<file path="src/rtl/uart_tx_arbiter.sv">
// Round-robin arbiter sharing one UART transmitter between N_REQ byte producers.
// Define UART_ARB_FIXED_PRIO_EN for fixed priority (lowest index wins, ptr reads as 0).
module uart_tx_arbiter #(
    parameter int N_REQ        = 4,
    parameter int FRAME_CYCLES = 10,
    parameter int GAP_CYCLES   = 1
) (
    input  logic                     clk,
    input  logic                     rst,
    input  logic [N_REQ-1:0]         req,
    input  logic [8*N_REQ-1:0]       data_in,
    output logic [N_REQ-1:0]         ack,
    output logic [7:0]               tx_data,
    output logic                     tx_start,
    output logic                     busy,
    output logic [$clog2(N_REQ)-1:0] grant_id
);

    localparam int IW   = $clog2(N_REQ);
    localparam int CMAX = (FRAME_CYCLES > GAP_CYCLES) ? FRAME_CYCLES : GAP_CYCLES;
    localparam int CW   = (CMAX > 1) ? $clog2(CMAX) : 1;

    typedef enum logic [1:0] {
        IDLE,
        FRAME,
        GAP
    } state_t;

    state_t            state_q, state_d;
    logic [CW-1:0]     cnt_q, cnt_d;
    logic [IW-1:0]     ptr;
    logic [IW-1:0]     cand;
    logic [IW-1:0]     win;
    logic              found;
    logic              grant;
    logic [7:0]        win_byte;
    logic [N_REQ-1:0]  ack_d;

    // First requester at or after ptr, wrapping around.
    always_comb begin
        found = 1'b0;
        win   = '0;
        cand  = '0;
        for (int unsigned k = 0; k < N_REQ; k++) begin
            cand = IW'((32'(ptr) + k) % 32'(N_REQ));
            if (!found && req[cand]) begin
                found = 1'b1;
                win   = cand;
            end
        end
        win_byte = '0;
        for (int unsigned i = 0; i < N_REQ; i++) begin
            if (32'(win) == i) begin
                win_byte = data_in[8*i +: 8];
            end
        end
    end

`ifdef UART_ARB_FIXED_PRIO_EN
    assign ptr = '0;
`else
    always_ff @(posedge clk) begin
        if (rst) begin
            ptr <= '0;
        end else if (grant) begin
            ptr <= (win == IW'(N_REQ - 1)) ? '0 : win + 1'b1;
        end
    end
`endif

    always_comb begin
        state_d = state_q;
        cnt_d   = cnt_q;
        grant   = 1'b0;
        ack_d   = '0;
        busy    = (state_q != IDLE);
        case (state_q)
            IDLE: begin
                if (found) begin
                    grant      = 1'b1;
                    ack_d[win] = 1'b1;
                    state_d    = FRAME;
                    cnt_d      = CW'(FRAME_CYCLES - 1);
                end
            end
            FRAME: begin
                if (cnt_q == '0) begin
                    if (GAP_CYCLES == 0) begin
                        state_d = IDLE;
                    end else begin
                        state_d = GAP;
                        cnt_d   = CW'(GAP_CYCLES - 1);
                    end
                end else begin
                    cnt_d = cnt_q - 1'b1;
                end
            end
            GAP: begin
                if (cnt_q == '0) begin
                    state_d = IDLE;
                end else begin
                    cnt_d = cnt_q - 1'b1;
                end
            end
            default: state_d = IDLE;
        endcase
    end

    always_ff @(posedge clk) begin
        if (rst) begin
            state_q  <= IDLE;
            cnt_q    <= '0;
            ack      <= '0;
            tx_start <= 1'b0;
            tx_data  <= '0;
            grant_id <= '0;
        end else begin
            state_q  <= state_d;
            cnt_q    <= cnt_d;
            ack      <= ack_d;
            tx_start <= grant;
            if (grant) begin
                tx_data  <= win_byte;
                grant_id <= win;
            end
        end
    end

endmodule

</file>
<file path="config.mk">
export PLATFORM = sky130hd
export DESIGN_NAME = uart_tx_arbiter
export DESIGN_NICKNAME = d
export VERILOG_FILES = /design/src/rtl/uart_tx_arbiter.sv
export SDC_FILE = /design/constraint.sdc
export NUM_CORES = 1
export LEC_CHECK = 0
export BUFFER_PORTS_ARGS = -buffer_cell sky130_fd_sc_hd__clkbuf_2
export CORE_UTILIZATION = 48
export CTS_CLUSTER_DIAMETER = 150
export DETAILED_ROUTE_END_ITERATION = 8
export HOLD_SLACK_MARGIN = 0.15
export PLACE_DENSITY = 0.79
export SYNTH_ARGS = -nofsm -noshare
export SYNTH_HDL_FRONTEND = slang
export SYNTH_SLANG_ARGS = --single-unit
export TNS_END_PERCENT = 5
</file>
<file path="constraint.sdc">
create_clock -name clk -period 2.87 [get_ports clk]
set_input_delay 0.574 -clock clk [delete_from_list [all_inputs] [get_ports clk]]
set_output_delay 0.574 -clock clk [all_outputs]
set_load 0.005 [all_outputs]
</file>
==> impl_metrics.json, run 1 <==
{
  "status": "finished clean",
  "synth_fp_nets": 221,
  "cts.htree.levels": 1,
  "cts_inserted_buffers": 3,
  "worstSetupEndpointType": "flip-flop",
  "hold_viol_final": 0,
  "hpwl_um": 2370,
  "crit_required_ns": 3.12,
  "vias": 1351,
  "grt_overflow": 0,
  "routed_wl_um": 3060,
  "leakage_nw": 0.823,
  "skew_ns": 0.00105,
  "root_buffer": "clkbuf_4",
  "grt_pass1_vias": 1227,
  "viasPerCell": 5.40,
  "area_delta_synth_final_pct": 20.4,
  "firstDrtPassIters": 4,
  "ant_nets": 0,
  "grt_usage_pct": 20.4,
  "cp-startpoint": "state_q[0]$_SDFFE_PP0P_",
  "cts_tree": "yes",
  "mostFrequentLayoutCell": "clkbuf_2",
  "clk_path_buf_depth": 2,
  "num_rows": 19,
  "drc": 0,
  "period_minus_slack_ns": 2.29,
  "final_max_slew_viol_count": 0,
  "fmax_mhz": 437,
  "ys_seq_area_share_pct": 33.0,
  "grt_antenna_before_repair": 0,
  "hold_buffers": 0,
  "final_layout_size_suffix_gt1_share_pct": 30.6,
  "slew_headroom_pct": 25.5,
  "critPathKind": "flip-flop to flip-flop",
  "tightest_slew_ns": 1.11,
  "rsz0062_at_grt": "no",
  "die_y_um": 55.9,
  "coreArea_sq_um": 2760,
  "ys_seq_elements": 23,
  "initial_utilization_pct": 50.6,
  "netlist_area_sq_um": 1400,
  "yosysWarningCount": 0,
  "intPower_uw": 885,
  "nFillCells": 264,
  "final_net_count": 268,
  "dr.first_iter.drc_count": 33,
  "met1_length_um": 1500,
  "endpoint": "grant_id[1]$_SDFFE_PP0N_",
  "p_per_area_nw_per_um2": 940,
  "cp_data_arrival_time_ns": 2.54,
  "clock_latency_ns": 0.30,
  "post_cts_resized": 0,
  "final_cell_mix": "clkbuf_2 (53), a21oi_1 (31), dfxtp_1 (23)",
  "fp.dieW_um": 55.9,
  "synth_cell_types": 33,
  "maxCapViolCount": 0,
  "gp_congestion": 0.791,
  "portBuffers": 53,
  "peakVddDrop_mv": 0.743,
  "final.period_utilization_pct": 79.7,
  "cts.reportedPaths.clkPinSlew_ns": 0.13,
  "grt_max_degree": 23,
  "r2r_start": "state_q[0]$_SDFFE_PP0P_",
  "die_area_sq_um": 3130,
  "rr_worst_depth": 6,
  "cp-start-kind": "flip-flop",
  "wl_per_cell_um": 12.2,
  "hold_class": "flip-flop to flip-flop",
  "r2r_slack_ns": 0.58,
  "ioPinCount": 54,
  "r2r_end": "grant_id[1]$_SDFFE_PP0N_",
  "syn_inst": 173,
  "top_layer_used": "met4",
  "switching_share_pct": 43.9,
  "final-setup-viol-count": 0,
  "post_cts_buffers": 0,
  "critPathMaxFanout": 22,
  "p_seq_share_pct": 33.2,
  "final_core_util_pct": 60.9,
  "switchingPower_uw": 694,
  "syn_area_per_cell_sq_um": 8.06,
  "wl_met2_um": 1400,
  "comb_power_share_pct": 57.3,
  "clock-sinks": 23,
  "grt_pass1_wl_um": 5150,
  "n_antenna_cell": 0,
  "setup_tns_ns": 0,
  "clkPwrFrac_pct": 9.5,
  "met3WireLength_um": 143
}
## worst max-delay path, cell delays in order (launching register included)
cell	delay, ns
dfxtp_1	0.37
inv_1	0.11
ha_1	0.30
inv_1	0.10
nor2_1	0.86
o221ai_1	0.30
a21oi_1	0.18
## Yosys cell counts
cell type / count / area (sq um)
a21oi_1: 31 / 155
dfxtp_1: 23 / 460
o21ai_0: 19 / 95.1
inv_1: 18 / 67.6
nand2_1: 13 / 48.8
ha_1: 10 / 125
a22oi_1: 8 / 60.1
clkbuf_1: 6 / 22.5
nor2_1: 6 / 22.5
and3_1: 5 / 31.3
buf_2: 4 / 20.0
nand2b_1: 3 / 18.8
nor2b_1: 3 / 18.8
a31o_2: 2 / 17.5
mux2i_1: 2 / 20.0
o32ai_1: 2 / 17.5
or2_2: 2 / 12.5
a221oi_1: 1 / 8.76
a221oi_4: 1 / 26.3
a2bb2oi_1: 1 / 8.76
a31oi_1: 1 / 6.26
buf_1: 1 / 3.75
nor3_2: 1 / 10.0
nor3b_2: 1 / 12.5
nor4_4: 1 / 21.3
o211ai_4: 1 / 21.3
o21a_1: 1 / 7.51
o221ai_1: 1 / 8.76
o22ai_1: 1 / 6.26
o31a_1: 1 / 8.76
o32ai_2: 1 / 16.3
or2b_1: 1 / 7.51
or4_1: 1 / 7.51
## state kept, by name, summed over array words and instances (netlist names)
name,cells
ack,4
cnt_q,4
grant_id,2
ptr,2
state_q,2
tx_data,8
tx_start,1
## area by class of cell
type	instances	area (sq um)	share of cell area, %
clock buffer	3	22.5	1.34
clock inverter	1	5.00	0.298
inverter	18	67.6	4.02
multi-input combinational	121	821	48.8
sequential	23	460	27.4
tap	31	38.8	2.31
timing repair buffer	53	265	15.8
## worst min path at each step
stage / startpoint / end / cells past startpoint
2_1_floorplan: grant_id[1]$_SDFFE_PP0N_ / grant_id[1]$_SDFFE_PP0N_ / 2
3_3_place_gp: grant_id[1]$_SDFFE_PP0N_ / grant_id[1]$_SDFFE_PP0N_ / 2
3_5_place_dp: grant_id[1]$_SDFFE_PP0N_ / grant_id[1]$_SDFFE_PP0N_ / 2
4_1_cts: grant_id[1]$_SDFFE_PP0N_ / grant_id[1]$_SDFFE_PP0N_ / 2
5_1_grt: grant_id[1]$_SDFFE_PP0N_ / grant_id[1]$_SDFFE_PP0N_ / 2
6_report: grant_id[1]$_SDFFE_PP0N_ / grant_id[1]$_SDFFE_PP0N_ / 2
## power by group through the flow
| stage | registers [mW] | logic (mW) | clock network [mW] |
|---|---|---|---|
| 3_5_place_dp | 0.529 | 0.905 | 0 |
| 2_1_floorplan | 0.522 | 0.681 | 0 |
| 6_report | 0.524 | 0.905 | 0.150 |
| 5_1_grt | 0.541 | 1.03 | 0.174 |
| 4_1_cts | 0.523 | 0.909 | 0.155 |
| 3_3_place_gp | 0.529 | 0.892 | 0 |
## cells by family after synthesis
| group | after synthesis | synth area share (%) |
|---|---|---|
| buf+inv | 29 | 8.16 |
| fa+ha+maj | 10 | 8.97 |
| flops | 23 | 33.0 |
| compound gates | 72 | 33.3 |
| simple gates | 37 | 15.2 |
| mux | 2 | 1.44 |
## metrics by stage
stage               setup slack, ns  instance area (sq um)  std cells  power [mW]  hold slack, ns
floorplan                     0.595                   1400        173        1.20           0.453
global placement              0.328                   1650        246        1.42           0.446
detailed placement            0.297                   1650        246        1.43           0.454
CTS                           0.571                   1680        250        1.59           0.473
global route                  0.333                   1680        250        1.74           0.500
finish                        0.584                   1680        250        1.58           0.467
## layer usage
layer  global-route usage [%]  vias to the layer above
met5                        0                        -
met4                     5.57                        0
li1                         -                      704
met1                     27.9                      595
met2                     33.6                       50
met3                     3.02                        2
(Power assumes the default switching activity.)
==> run 2, diff against run 1 <==
clock period = 2.4 ns   (was 2.87 ns; I/O delays follow)
==> impl_metrics.json, run 2 (same netlist as run 1, synthesis figures left out) <==
{
  "p_total_mw": 1.98,
  "grt_overflow": 0,
  "dpl_worst_slack_ns": 0.0922,
  "hold_viol_final": 0,
  "final.period_utilization_pct": 85.1,
  "routed_wl_um": 3200,
  "root_buffer": "clkbuf_4",
  "grt_usage_pct": 22.2,
  "post_cts_buffers": 0,
  "top_regs": "tx_data: 8 flops, ack: 4 flops, cnt_q: 4 flops",
  "wl_per_cell_um": 12.5,
  "setup_tns_ns": 0,
  "grt_antenna_before_repair": 0,
  "mostFrequentLayoutCell": "clkbuf_2",
  "hold_class": "primary input to flip-flop",
  "clock_latency_ns": 0.33,
  "cts.htree.levels": 1,
  "fp.dieW_um": 55.9,
  "area_delta_synth_final_pct": 23.7,
  "fmax_mhz": 490,
  "post_cts_resized": 0,
  "nFillCells": 260,
  "critPathKind": "flip-flop to flip-flop",
  "skew_ns": 0.00611,
  "cp-start-kind": "flip-flop",
  "cts_tree": "yes",
  "seq_area_sq_um": 460,
  "worstSetupEndpointType": "flip-flop",
  "final_net_count": 274,
  "ioPinCount": 54,
  "grt_pass1_wl_um": 5490,
  "leakage_nw": 0.853,
  "tightest_slew_ns": 0.486,
  "grt_max_degree": 22,
  "n_antenna_cell": 0,
  "slew_headroom_pct": 67.6,
  "clk_path_buf_depth": 2,
  "cp_data_arrival_time_ns": 2.28,
  "initial_utilization_pct": 50.6,
  "status": "finished clean",
  "hpwl_um": 2470,
  "final_cell_mix": "clkbuf_2 (53), a21oi_1 (31), dfxtp_1 (23)",
  "cts.reportedPaths.clkPinSlew_ns": 0.14,
  "clock-sinks": 23,
  "firstDrtPassIters": 4,
  "ant_nets": 0,
  "hold_buffers": 0,
  "final_layout_size_suffix_gt1_share_pct": 32.4,
  "r2r_slack_ns": 0.36,
  "dr.first_iter.drc_count": 38,
  "p_per_area_nw_per_um2": 1150,
  "final-setup-viol-count": 0,
  "critPathMaxFanout": 12,
  "top_register": "tx_data",
  "die_y_um": 55.9,
  "portBuffers": 53,
  "largest_reg_flops": 8,
  "peakVddDrop_mv": 0.867,
  "final_max_slew_viol_count": 0,
  "num_rows": 19,
  "viasPerCell": 5.43,
  "multi_input_area_sq_um": 821,
  "vias": 1390,
  "rsz0062_at_grt": "no",
  "crit_required_ns": 2.64,
  "period_minus_slack_ns": 2.04,
  "worst_slack_ns": 0.358,
  "gp_congestion": 0.893,
  "grt_pass1_vias": 1264,
  "maxCapViolCount": 0,
  "cts_inserted_buffers": 3,
  "die_area_sq_um": 3130,
  "drc": 0,
  "coreArea_sq_um": 2760
}
## run 2: final timing paths
path	to	cells past startpoint	startpoint
worst max-delay path	tx_data[1]$_SDFFE_PP0N_	9	ptr[0]$_SDFFE_PP0N_
worst min-delay path	ptr[1]$_SDFFE_PP0N_	2	rst
worst max register to register	tx_data[1]$_SDFFE_PP0N_	9	ptr[0]$_SDFFE_PP0N_
worst min register to register	grant_id[1]$_SDFFE_PP0N_	2	grant_id[1]$_SDFFE_PP0N_
## run 2: cell type report
type | count | share of cell area, %
flip-flops and latches | 23 | 26.7
inverters | 18 | 3.92
multi-input cells | 121 | 47.6
well taps | 31 | 2.25
repair buffers | 59 | 18.0
clock buffers | 3 | 1.31
clock inverters | 1 | 0.290
## run 2: routing by layer
metal | share of wire (%) | track usage, % | vias up
met1 | 49 | 29.7 | 620
met4 | 1.7 | 9.41 | 0
met2 | 45 | 35.6 | 49
met5 | 0 | 0 | -
met3 | 5.1 | 3.49 | 5
li1 | - | - | 716
## run 2: power breakdown
| group | switching [mW] | leakage (nW) | total, mW | internal [mW] |
|---|---|---|---|---|
| registers | 0.0966 | 0.190 | 0.627 | 0.531 |
| logic | 0.645 | 0.645 | 1.16 | 0.513 |
| clock network | 0.130 | 0.0177 | 0.193 | 0.0628 |
## run 2: through the flow
step           instances  hold WS, ns  cell area, sq um  utilization [%]
2_1_floorplan        173        0.453              1400                -
4_1_cts              256        0.453              1730             62.6
3_3_place_gp         252        0.445              1700             61.6
6_report             256        0.449              1730             62.6
5_1_grt              256        0.474              1730             62.6
3_5_place_dp         252        0.446              1700             61.6
## run 2: worst max-delay path, stage by stage, from the launching register on
cell	delay, ns
dfxtp_1	0.37
nor2b_1	0.07
o21a_1	0.19
nor3_2	0.27
inv_1	0.11
ha_1	0.34
a21oi_1	0.18
o21ai_0	0.11
a22oi_1	0.20
a21oi_1	0.10
